### src/rtl/ahb_fetch_data_arbiter_pkg.sv
// Shared AHB-lite encodings and arbiter state for the fetch/data arbiter.
package ahb_fetch_data_arbiter_pkg;
  localparam logic [1:0] HTRANS_IDLE   = 2'b00;
  localparam logic [1:0] HTRANS_NONSEQ = 2'b10;

  localparam logic [2:0] HSIZE_BYTE  = 3'd0;
  localparam logic [2:0] HSIZE_HALF  = 3'd1;
  localparam logic [2:0] HSIZE_WORD  = 3'd2;
  localparam logic [2:0] HSIZE_DWORD = 3'd3;

  localparam logic [1:0] ARB_IDLE = 2'd0;
  localparam logic [1:0] ARB_ADDR = 2'd1;
  localparam logic [1:0] ARB_DATA = 2'd2;

  typedef enum logic [1:0] {
    ST_IDLE = ARB_IDLE,
    ST_ADDR = ARB_ADDR,
    ST_DATA = ARB_DATA
  } arb_state_e;

  typedef struct packed {
    logic [63:0] addr;
    logic [63:0] wdata;
    logic [2:0]  size;
    logic        write;
  } bus_req_t;
endpackage

### src/rtl/ahb_fetch_data_arbiter_if.sv
// Requester ports and AHB slave bus; master = arbiter view, slave = environment view.
interface ahb_fetch_data_arbiter_if;
  logic        i_req;
  logic [63:0] i_addr;
  logic        i_ack;
  logic        i_err;
  logic [63:0] i_rdata;
  logic        d_req;
  logic [63:0] d_addr;
  logic        d_write;
  logic [2:0]  d_size;
  logic [63:0] d_wdata;
  logic        d_ack;
  logic        d_err;
  logic [63:0] d_rdata;
  logic [63:0] HADDR;
  logic [63:0] HWDATA;
  logic        HWRITE;
  logic [2:0]  HSIZE;
  logic [1:0]  HTRANS;
  logic [63:0] HRDATA;
  logic        HREADY;
  logic        grant_d;

  modport master (
    input  i_req, i_addr, d_req, d_addr, d_write, d_size, d_wdata, HRDATA, HREADY,
    output i_ack, i_err, i_rdata, d_ack, d_err, d_rdata,
           HADDR, HWDATA, HWRITE, HSIZE, HTRANS, grant_d
  );

  modport slave (
    output i_req, i_addr, d_req, d_addr, d_write, d_size, d_wdata, HRDATA, HREADY,
    input  i_ack, i_err, i_rdata, d_ack, d_err, d_rdata,
           HADDR, HWDATA, HWRITE, HSIZE, HTRANS, grant_d
  );
endinterface

### src/rtl/ahb_fetch_data_arbiter_prio.sv
// D-over-I priority select with a saturating starvation counter that forces I through.
module ahb_prio_select #(
  parameter int STARVE_LIMIT = 4
) (
  input  logic HCLK,
  input  logic HRESET,
  input  logic i_req,
  input  logic d_req,
  input  logic grant_take,
  output logic sel_d
);
  localparam int SW = $clog2(STARVE_LIMIT + 1);

  logic [SW-1:0] starve_cnt_q, starve_cnt_d;
  logic          starved;

  assign starved = (starve_cnt_q == SW'(STARVE_LIMIT));
  assign sel_d   = d_req && (!i_req || !starved);

  always_comb begin
    starve_cnt_d = starve_cnt_q;
    if (!i_req)
      starve_cnt_d = '0;
    else if (grant_take) begin
      if (!sel_d)
        starve_cnt_d = '0;
      else if (!starved)
        starve_cnt_d = starve_cnt_q + SW'(1);
    end
  end

  always_ff @(posedge HCLK or posedge HRESET) begin
    if (HRESET) starve_cnt_q <= '0;
    else        starve_cnt_q <= starve_cnt_d;
  end
endmodule

### src/rtl/ahb_fetch_data_arbiter.sv
// Serialises fetch (I) and load/store (D) requests onto one AHB-lite slave:
// one address phase + one data phase per transfer, registered rdata and ack pulse.
module ahb_fetch_data_arbiter
  import ahb_fetch_data_arbiter_pkg::*;
#(
  parameter int STARVE_LIMIT = 4,
  parameter int TIMEOUT      = 16
) (
  input  logic                    HCLK,
  input  logic                    HRESET,
  ahb_fetch_data_arbiter_if.master bus
);
  localparam int WW = (TIMEOUT > 1) ? $clog2(TIMEOUT) : 1;

  arb_state_e  state_q;
  logic        sel_d, grant_take;
  bus_req_t    req_sel;
  logic [63:0] wdata_q;
  logic [WW-1:0] wait_cnt_q;

  logic        i_ack_q, i_err_q, d_ack_q, d_err_q, grant_d_q;
  logic [63:0] i_rdata_q, d_rdata_q;
  logic [63:0] haddr_q, hwdata_q;
  logic        hwrite_q;
  logic [2:0]  hsize_q;
  logic [1:0]  htrans_q;

  // Requests seen during the ack cycle are stale; wait one cycle before granting.
  assign grant_take = (state_q == ST_IDLE) && (bus.i_req || bus.d_req)
                      && !(i_ack_q || d_ack_q);

  ahb_prio_select #(.STARVE_LIMIT(STARVE_LIMIT)) u_prio (
    .HCLK       (HCLK),
    .HRESET     (HRESET),
    .i_req      (bus.i_req),
    .d_req      (bus.d_req),
    .grant_take (grant_take),
    .sel_d      (sel_d)
  );

  always_comb begin
    if (sel_d) req_sel = '{addr: bus.d_addr, wdata: bus.d_wdata, size: bus.d_size, write: bus.d_write};
    else       req_sel = '{addr: bus.i_addr, wdata: 64'd0, size: HSIZE_WORD, write: 1'b0};
  end

  always_ff @(posedge HCLK or posedge HRESET) begin
    if (HRESET) begin
      state_q    <= ST_IDLE;
      wdata_q    <= '0;
      wait_cnt_q <= '0;
      i_ack_q    <= 1'b0;
      i_err_q    <= 1'b0;
      d_ack_q    <= 1'b0;
      d_err_q    <= 1'b0;
      grant_d_q  <= 1'b0;
      i_rdata_q  <= '0;
      d_rdata_q  <= '0;
      haddr_q    <= '0;
      hwdata_q   <= '0;
      hwrite_q   <= 1'b0;
      hsize_q    <= '0;
      htrans_q   <= HTRANS_IDLE;
    end else begin
      i_ack_q <= 1'b0;
      i_err_q <= 1'b0;
      d_ack_q <= 1'b0;
      d_err_q <= 1'b0;
      case (state_q)
        ST_IDLE: begin
          if (grant_take) begin
            grant_d_q <= sel_d;
            haddr_q   <= req_sel.addr;
            hsize_q   <= req_sel.size;
            hwrite_q  <= req_sel.write;
            wdata_q   <= req_sel.wdata;
            htrans_q  <= HTRANS_NONSEQ;
            state_q   <= ST_ADDR;
          end
        end
        ST_ADDR: begin
          htrans_q   <= HTRANS_IDLE;
          hwdata_q   <= wdata_q;
          wait_cnt_q <= '0;
          state_q    <= ST_DATA;
        end
        ST_DATA: begin
          if (bus.HREADY) begin
            if (grant_d_q) begin
              d_ack_q <= 1'b1;
              if (!hwrite_q) d_rdata_q <= bus.HRDATA;
            end else begin
              i_ack_q   <= 1'b1;
              i_rdata_q <= bus.HRDATA;
            end
            state_q <= ST_IDLE;
          end else if (wait_cnt_q == WW'(TIMEOUT - 1)) begin
            // Abort: read data is forced to zero so a stale word is never consumed.
            if (grant_d_q) begin
              d_ack_q <= 1'b1;
              d_err_q <= 1'b1;
              if (!hwrite_q) d_rdata_q <= '0;
            end else begin
              i_ack_q   <= 1'b1;
              i_err_q   <= 1'b1;
              i_rdata_q <= '0;
            end
            state_q <= ST_IDLE;
          end else begin
            wait_cnt_q <= wait_cnt_q + WW'(1);
          end
        end
        default: state_q <= ST_IDLE;
      endcase
    end
  end

  assign bus.i_ack   = i_ack_q;
  assign bus.i_err   = i_err_q;
  assign bus.i_rdata = i_rdata_q;
  assign bus.d_ack   = d_ack_q;
  assign bus.d_err   = d_err_q;
  assign bus.d_rdata = d_rdata_q;
  assign bus.HADDR   = haddr_q;
  assign bus.HWDATA  = hwdata_q;
  assign bus.HWRITE  = hwrite_q;
  assign bus.HSIZE   = hsize_q;
  assign bus.HTRANS  = htrans_q;
  assign bus.grant_d = grant_d_q;
endmodule

### src/flat_wrapper.sv
// flat-port wrapper written by rule: the top's interface ports become plain ports
module ahb_fetch_data_arbiter_flat import ahb_fetch_data_arbiter_pkg::*;
#(
  parameter int STARVE_LIMIT = 4,
  parameter int TIMEOUT      = 16
)
  (HCLK, HRESET, bus_i_req, bus_i_addr, bus_d_req, bus_d_addr, bus_d_write, bus_d_size, bus_d_wdata, bus_HRDATA, bus_HREADY, bus_i_ack, bus_i_err, bus_i_rdata, bus_d_ack, bus_d_err, bus_d_rdata, bus_HADDR, bus_HWDATA, bus_HWRITE, bus_HSIZE, bus_HTRANS, bus_grant_d);
  ahb_fetch_data_arbiter_if bus_i ();
  input  logic HCLK;
  input  logic HRESET;
  input wire logic [$bits(bus_i.i_req)-1:0] bus_i_req;
  input wire logic [$bits(bus_i.i_addr)-1:0] bus_i_addr;
  input wire logic [$bits(bus_i.d_req)-1:0] bus_d_req;
  input wire logic [$bits(bus_i.d_addr)-1:0] bus_d_addr;
  input wire logic [$bits(bus_i.d_write)-1:0] bus_d_write;
  input wire logic [$bits(bus_i.d_size)-1:0] bus_d_size;
  input wire logic [$bits(bus_i.d_wdata)-1:0] bus_d_wdata;
  input wire logic [$bits(bus_i.HRDATA)-1:0] bus_HRDATA;
  input wire logic [$bits(bus_i.HREADY)-1:0] bus_HREADY;
  output wire logic [$bits(bus_i.i_ack)-1:0] bus_i_ack;
  output wire logic [$bits(bus_i.i_err)-1:0] bus_i_err;
  output wire logic [$bits(bus_i.i_rdata)-1:0] bus_i_rdata;
  output wire logic [$bits(bus_i.d_ack)-1:0] bus_d_ack;
  output wire logic [$bits(bus_i.d_err)-1:0] bus_d_err;
  output wire logic [$bits(bus_i.d_rdata)-1:0] bus_d_rdata;
  output wire logic [$bits(bus_i.HADDR)-1:0] bus_HADDR;
  output wire logic [$bits(bus_i.HWDATA)-1:0] bus_HWDATA;
  output wire logic [$bits(bus_i.HWRITE)-1:0] bus_HWRITE;
  output wire logic [$bits(bus_i.HSIZE)-1:0] bus_HSIZE;
  output wire logic [$bits(bus_i.HTRANS)-1:0] bus_HTRANS;
  output wire logic [$bits(bus_i.grant_d)-1:0] bus_grant_d;
  assign bus_i.i_req = bus_i_req;
  assign bus_i.i_addr = bus_i_addr;
  assign bus_i.d_req = bus_d_req;
  assign bus_i.d_addr = bus_d_addr;
  assign bus_i.d_write = bus_d_write;
  assign bus_i.d_size = bus_d_size;
  assign bus_i.d_wdata = bus_d_wdata;
  assign bus_i.HRDATA = bus_HRDATA;
  assign bus_i.HREADY = bus_HREADY;
  assign bus_i_ack = bus_i.i_ack;
  assign bus_i_err = bus_i.i_err;
  assign bus_i_rdata = bus_i.i_rdata;
  assign bus_d_ack = bus_i.d_ack;
  assign bus_d_err = bus_i.d_err;
  assign bus_d_rdata = bus_i.d_rdata;
  assign bus_HADDR = bus_i.HADDR;
  assign bus_HWDATA = bus_i.HWDATA;
  assign bus_HWRITE = bus_i.HWRITE;
  assign bus_HSIZE = bus_i.HSIZE;
  assign bus_HTRANS = bus_i.HTRANS;
  assign bus_grant_d = bus_i.grant_d;
  ahb_fetch_data_arbiter #(.STARVE_LIMIT(STARVE_LIMIT), .TIMEOUT(TIMEOUT)) u_core (.HCLK(HCLK), .HRESET(HRESET), .bus(bus_i));
endmodule
### config.mk
export PLATFORM = sky130hd
export DESIGN_NAME = ahb_fetch_data_arbiter_flat
export DESIGN_NICKNAME = d
export VERILOG_FILES = /design/src/rtl/ahb_fetch_data_arbiter_pkg.sv /design/src/rtl/ahb_fetch_data_arbiter_if.sv /design/src/rtl/ahb_fetch_data_arbiter_prio.sv /design/src/rtl/ahb_fetch_data_arbiter.sv /design/src/flat_wrapper.sv
export SDC_FILE = /design/constraint.sdc
export NUM_CORES = 1
export LEC_CHECK = 0
export CELL_PAD_IN_SITES_DETAIL_PLACEMENT = 1
export CELL_PAD_IN_SITES_GLOBAL_PLACEMENT = 1
export CORE_AREA = 2 2 208 210
export DETAILED_ROUTE_END_ITERATION = 12
export DIE_AREA = 0 0 210 212
export PLACE_DENSITY_LB_ADDON = 0.1
export SYNTH_ARGS = -nofsm -noshare
export SYNTH_HDL_FRONTEND = slang
export SYNTH_SLANG_ARGS = --single-unit
### constraint.sdc
create_clock -name HCLK -period 28.8 [get_ports HCLK]
set_clock_uncertainty 0.1 [all_clocks]
set_input_delay 5.76 -clock HCLK [delete_from_list [all_inputs] [get_ports HCLK]]
set_output_delay 5.76 -clock HCLK [all_outputs]
set_load 0.01 [all_outputs]
==> run metrics <==
detailed-route via count=11.3k; core area=42500 um2; period utilization=28.5%; Yosys Warn Count=0; RSZ-0062 raised after global routing=no; total negative slack=0 ns; Die Footprint=44500 um2; DRC=0; largest net degree at the start of global routing=109; # resized after CTS=0; Syn Area/Cell=12.8 um2; Crit-path slowest cell=buf_4; CTS max path bufs=3; max incr delay on CP=0.67 ns; Buffers on Ports=530; synth cell count leaders=339 x dfrtp_1, 128 x a32o_1, 77 x clkbuf_1; share of cells above drive strength 1=10.3%; actual slew at the worst max-slew pin=1.17 ns; Ports=532; share of flip-flops with an asynchronous set or reset=100%; CP Cell Sequence=buf_2 > buf_4 > inv_1 > buf_4 > nor3_4 > buf_4 > a22o_1; Max-slew headroom=21.8%; Peak VDD IR=50.8 uV; nets@finish=1781; Critical Path RT=29.19 ns; num rows=76; r2r setup slk=25.40 ns; hold_buf cts=0; htree depth=2; Distinct cells, synth=39; CTS buffer count=41; largest family of logic cells by synthesized area=compound AO/OA/AOI/OAI gates; post-CTS setup buffer count=0; Root Buffer Master=clkbuf_16; EDFF count, synth=0; Max Cap Viol=0; Final setup viols=0; CTS sink count=339; arrival time at the worst endpoint=8.60 ns; simple-gate share of the synthesized area=4.10%; Static Leakage=8.42 nW; CTS tree=yes; GR Overflow Total=0; Detailed Route WL=51000 um; routed len/inst=24.3 um; Post-Syn Instances=1040; crit path time final=8.21 ns; post-synthesis mux area share=5.40%; post-synthesis sequential area ratio=63.5%; post-synthesis adder-cell area fraction=0.281%; Top FF cell, synth=dfrtp_1; nature of the critical path endpoint=flip-flop; post-synthesis net count=1308; Max FO, Critical Path=70; first-pass GRT wire length=76200 um; Die X=210 um; initial antenna violation count=12; Antenna Nets Post-Route=0; worst skew pair latency=0.56 ns; ranking of synthesized cells by area=dfrtp_1 64%, a32o_1 9.6%, mux2_2 5.4%; Overall Global Routing Usage=22.4%; Worst setup SP type=input port; Post-Syn Area=13400 um2; GP Congestion=0.799; PD cells=112 nW/um2; starting density of the core=31.4%; post-DP HPWL=33200 um; Total Power=2.28 mW; FF+latch count, synth=339; leading cell type by number of instances after synthesis=dfrtp_1; Area Growth Syn to Fin=52.6%; die height=212 um; area leader, netlist=dfrtp_1; CP Class=input port to flip-flop; vias in the first global route=12.0k; DRT Pass-1 Iters=5; status=finished clean; Compound-Gate Fraction of Synth Area=22.7%; FMAX=0.122 GHz; Iter 0 DRT Violations=687; Post-Synth XOR/XNOR Area=0%; worst min path class=flip-flop to flip-flop; Slew Viols, Final=0; final hold vios=0; crit-path most repeated cell=buf_4; Worst-path clk slew=0.05 ns; Synth top area share=63.5%; DR vias/cell=5.37
-- metrics by stage --
stage	area, um2	utilization (%)	hold WS, ns	instances	worst slack (ns)
after detailed placement	19000	44.8	0.380	2016	20.00
after global routing	20400	47.9	0.400	2098	20.36
after global placement	19000	44.8	0.361	2016	20.02
after CTS	20400	47.9	0.393	2088	20.60
final	20400	47.9	0.385	2099	20.59
after floorplan	13400	-	0.369	1040	13.55
-- cell usage in the layout (no fill, tap or decap), types with 2 or more instances in the layout --
master,synthesis,routed
clkdlybuf4s50_1,0,528
mux2_2,64,64
o211ai_1,2,2
o21ai_0,68,68
inv_1,8,6
clkbuf_16,0,41
a22o_1,67,67
dfrtp_1,339,339
nand3_1,68,67
buf_4,4,18
a31oi_1,65,65
clkbuf_1,77,11
ha_1,3,3
a32o_1,128,128
clkbuf_8,0,12
nand2_2,0,2
nor3b_1,3,2
diode_2,0,11
nor2_1,4,4
clkinv_8,0,2
o311ai_0,2,2
nand2_1,12,9
nor2b_1,2,2
clkinv_2,0,4
a21oi_1,67,67
-- area by class of cell --
class	instances	area, um2
Fill cell	4415	22100
Sequential cell	339	8480
Timing Repair Buffer	547	5430
Multi-Input combinational cell	576	4400
Clock buffer	64	1230
Tap cell	546	683
Clock inverter	8	91.3
Inverter	8	37.5
Antenna cell	11	27.5
-- final timing paths --
path                                                to  cells after the start              startpoint
worst max-delay path                u_core.wdata_q[10]                      7               bus_d_req
worst min-delay path            u_core.bus.d_rdata[13]                      1  u_core.bus.d_rdata[13]
worst max register to register     u_core.bus.HADDR[3]                      7       u_core.state_q[0]
worst min register to register  u_core.bus.d_rdata[13]                      1  u_core.bus.d_rdata[13]
max in group asynchronous        u_core.bus.d_rdata[0]                      4                  HRESET
min in group asynchronous        u_core.bus.HWDATA[23]                      2                  HRESET
-- metal layers --
| layer | global-route usage [%] | share of wire (%) | vias to the layer above |
|---|---|---|---|
| li1 | - | - | 4983 |
| met3 | 8.64 | 9.1 | 74 |
| met4 | 7.78 | 2.7 | 0 |
| met2 | 35.7 | 48 | 415 |
| met5 | 0 | 0 | - |
| met1 | 28.0 | 41 | 5797 |
-- critical path: cells and delay by family --
| kind | cells | cell delay, ns |
|---|---|---|
| AOI/OAI and AO/OA | 1 | 0.24 |
| buffers and inverters | 5 | 2.25 |
| and+or+nand+nor | 1 | 0.24 |
-- state kept, by name, indices dropped and copies added, names as in the netlist, 2 cells and up --
signal and flops:
u_core.bus.HWDATA 64, u_core.bus.HSIZE 3, u_core.u_prio.starve_cnt_q 3, u_core.bus.HADDR 64, u_core.wait_cnt_q 4, u_core.bus.i_rdata 64
u_core.state_q 2, u_core.bus.d_rdata 64, u_core.wdata_q 64
-- logic make-up (layout without fill, tap and decap cells) --
logic type | count (synthesis) | after routing
and+or+nand+nor | 103 | 103
adders and majority gates | 3 | 3
DFF | 339 | 339
muxes | 64 | 64
AOI/OAI and AO/OA | 405 | 405
buffers and inverters | 125 | 627
other | 1 | 12
-- power by group --
| part | switching, mW | total (mW) | internal (mW) | leakage, nW |
|---|---|---|---|---|
| clock | 0.204 | 0.507 | 0.303 | 0.653 |
| combinational | 0.432 | 0.953 | 0.521 | 3.55 |
| sequential | 0.123 | 0.816 | 0.692 | 4.22 |
(Power assumes the default switching activity.)
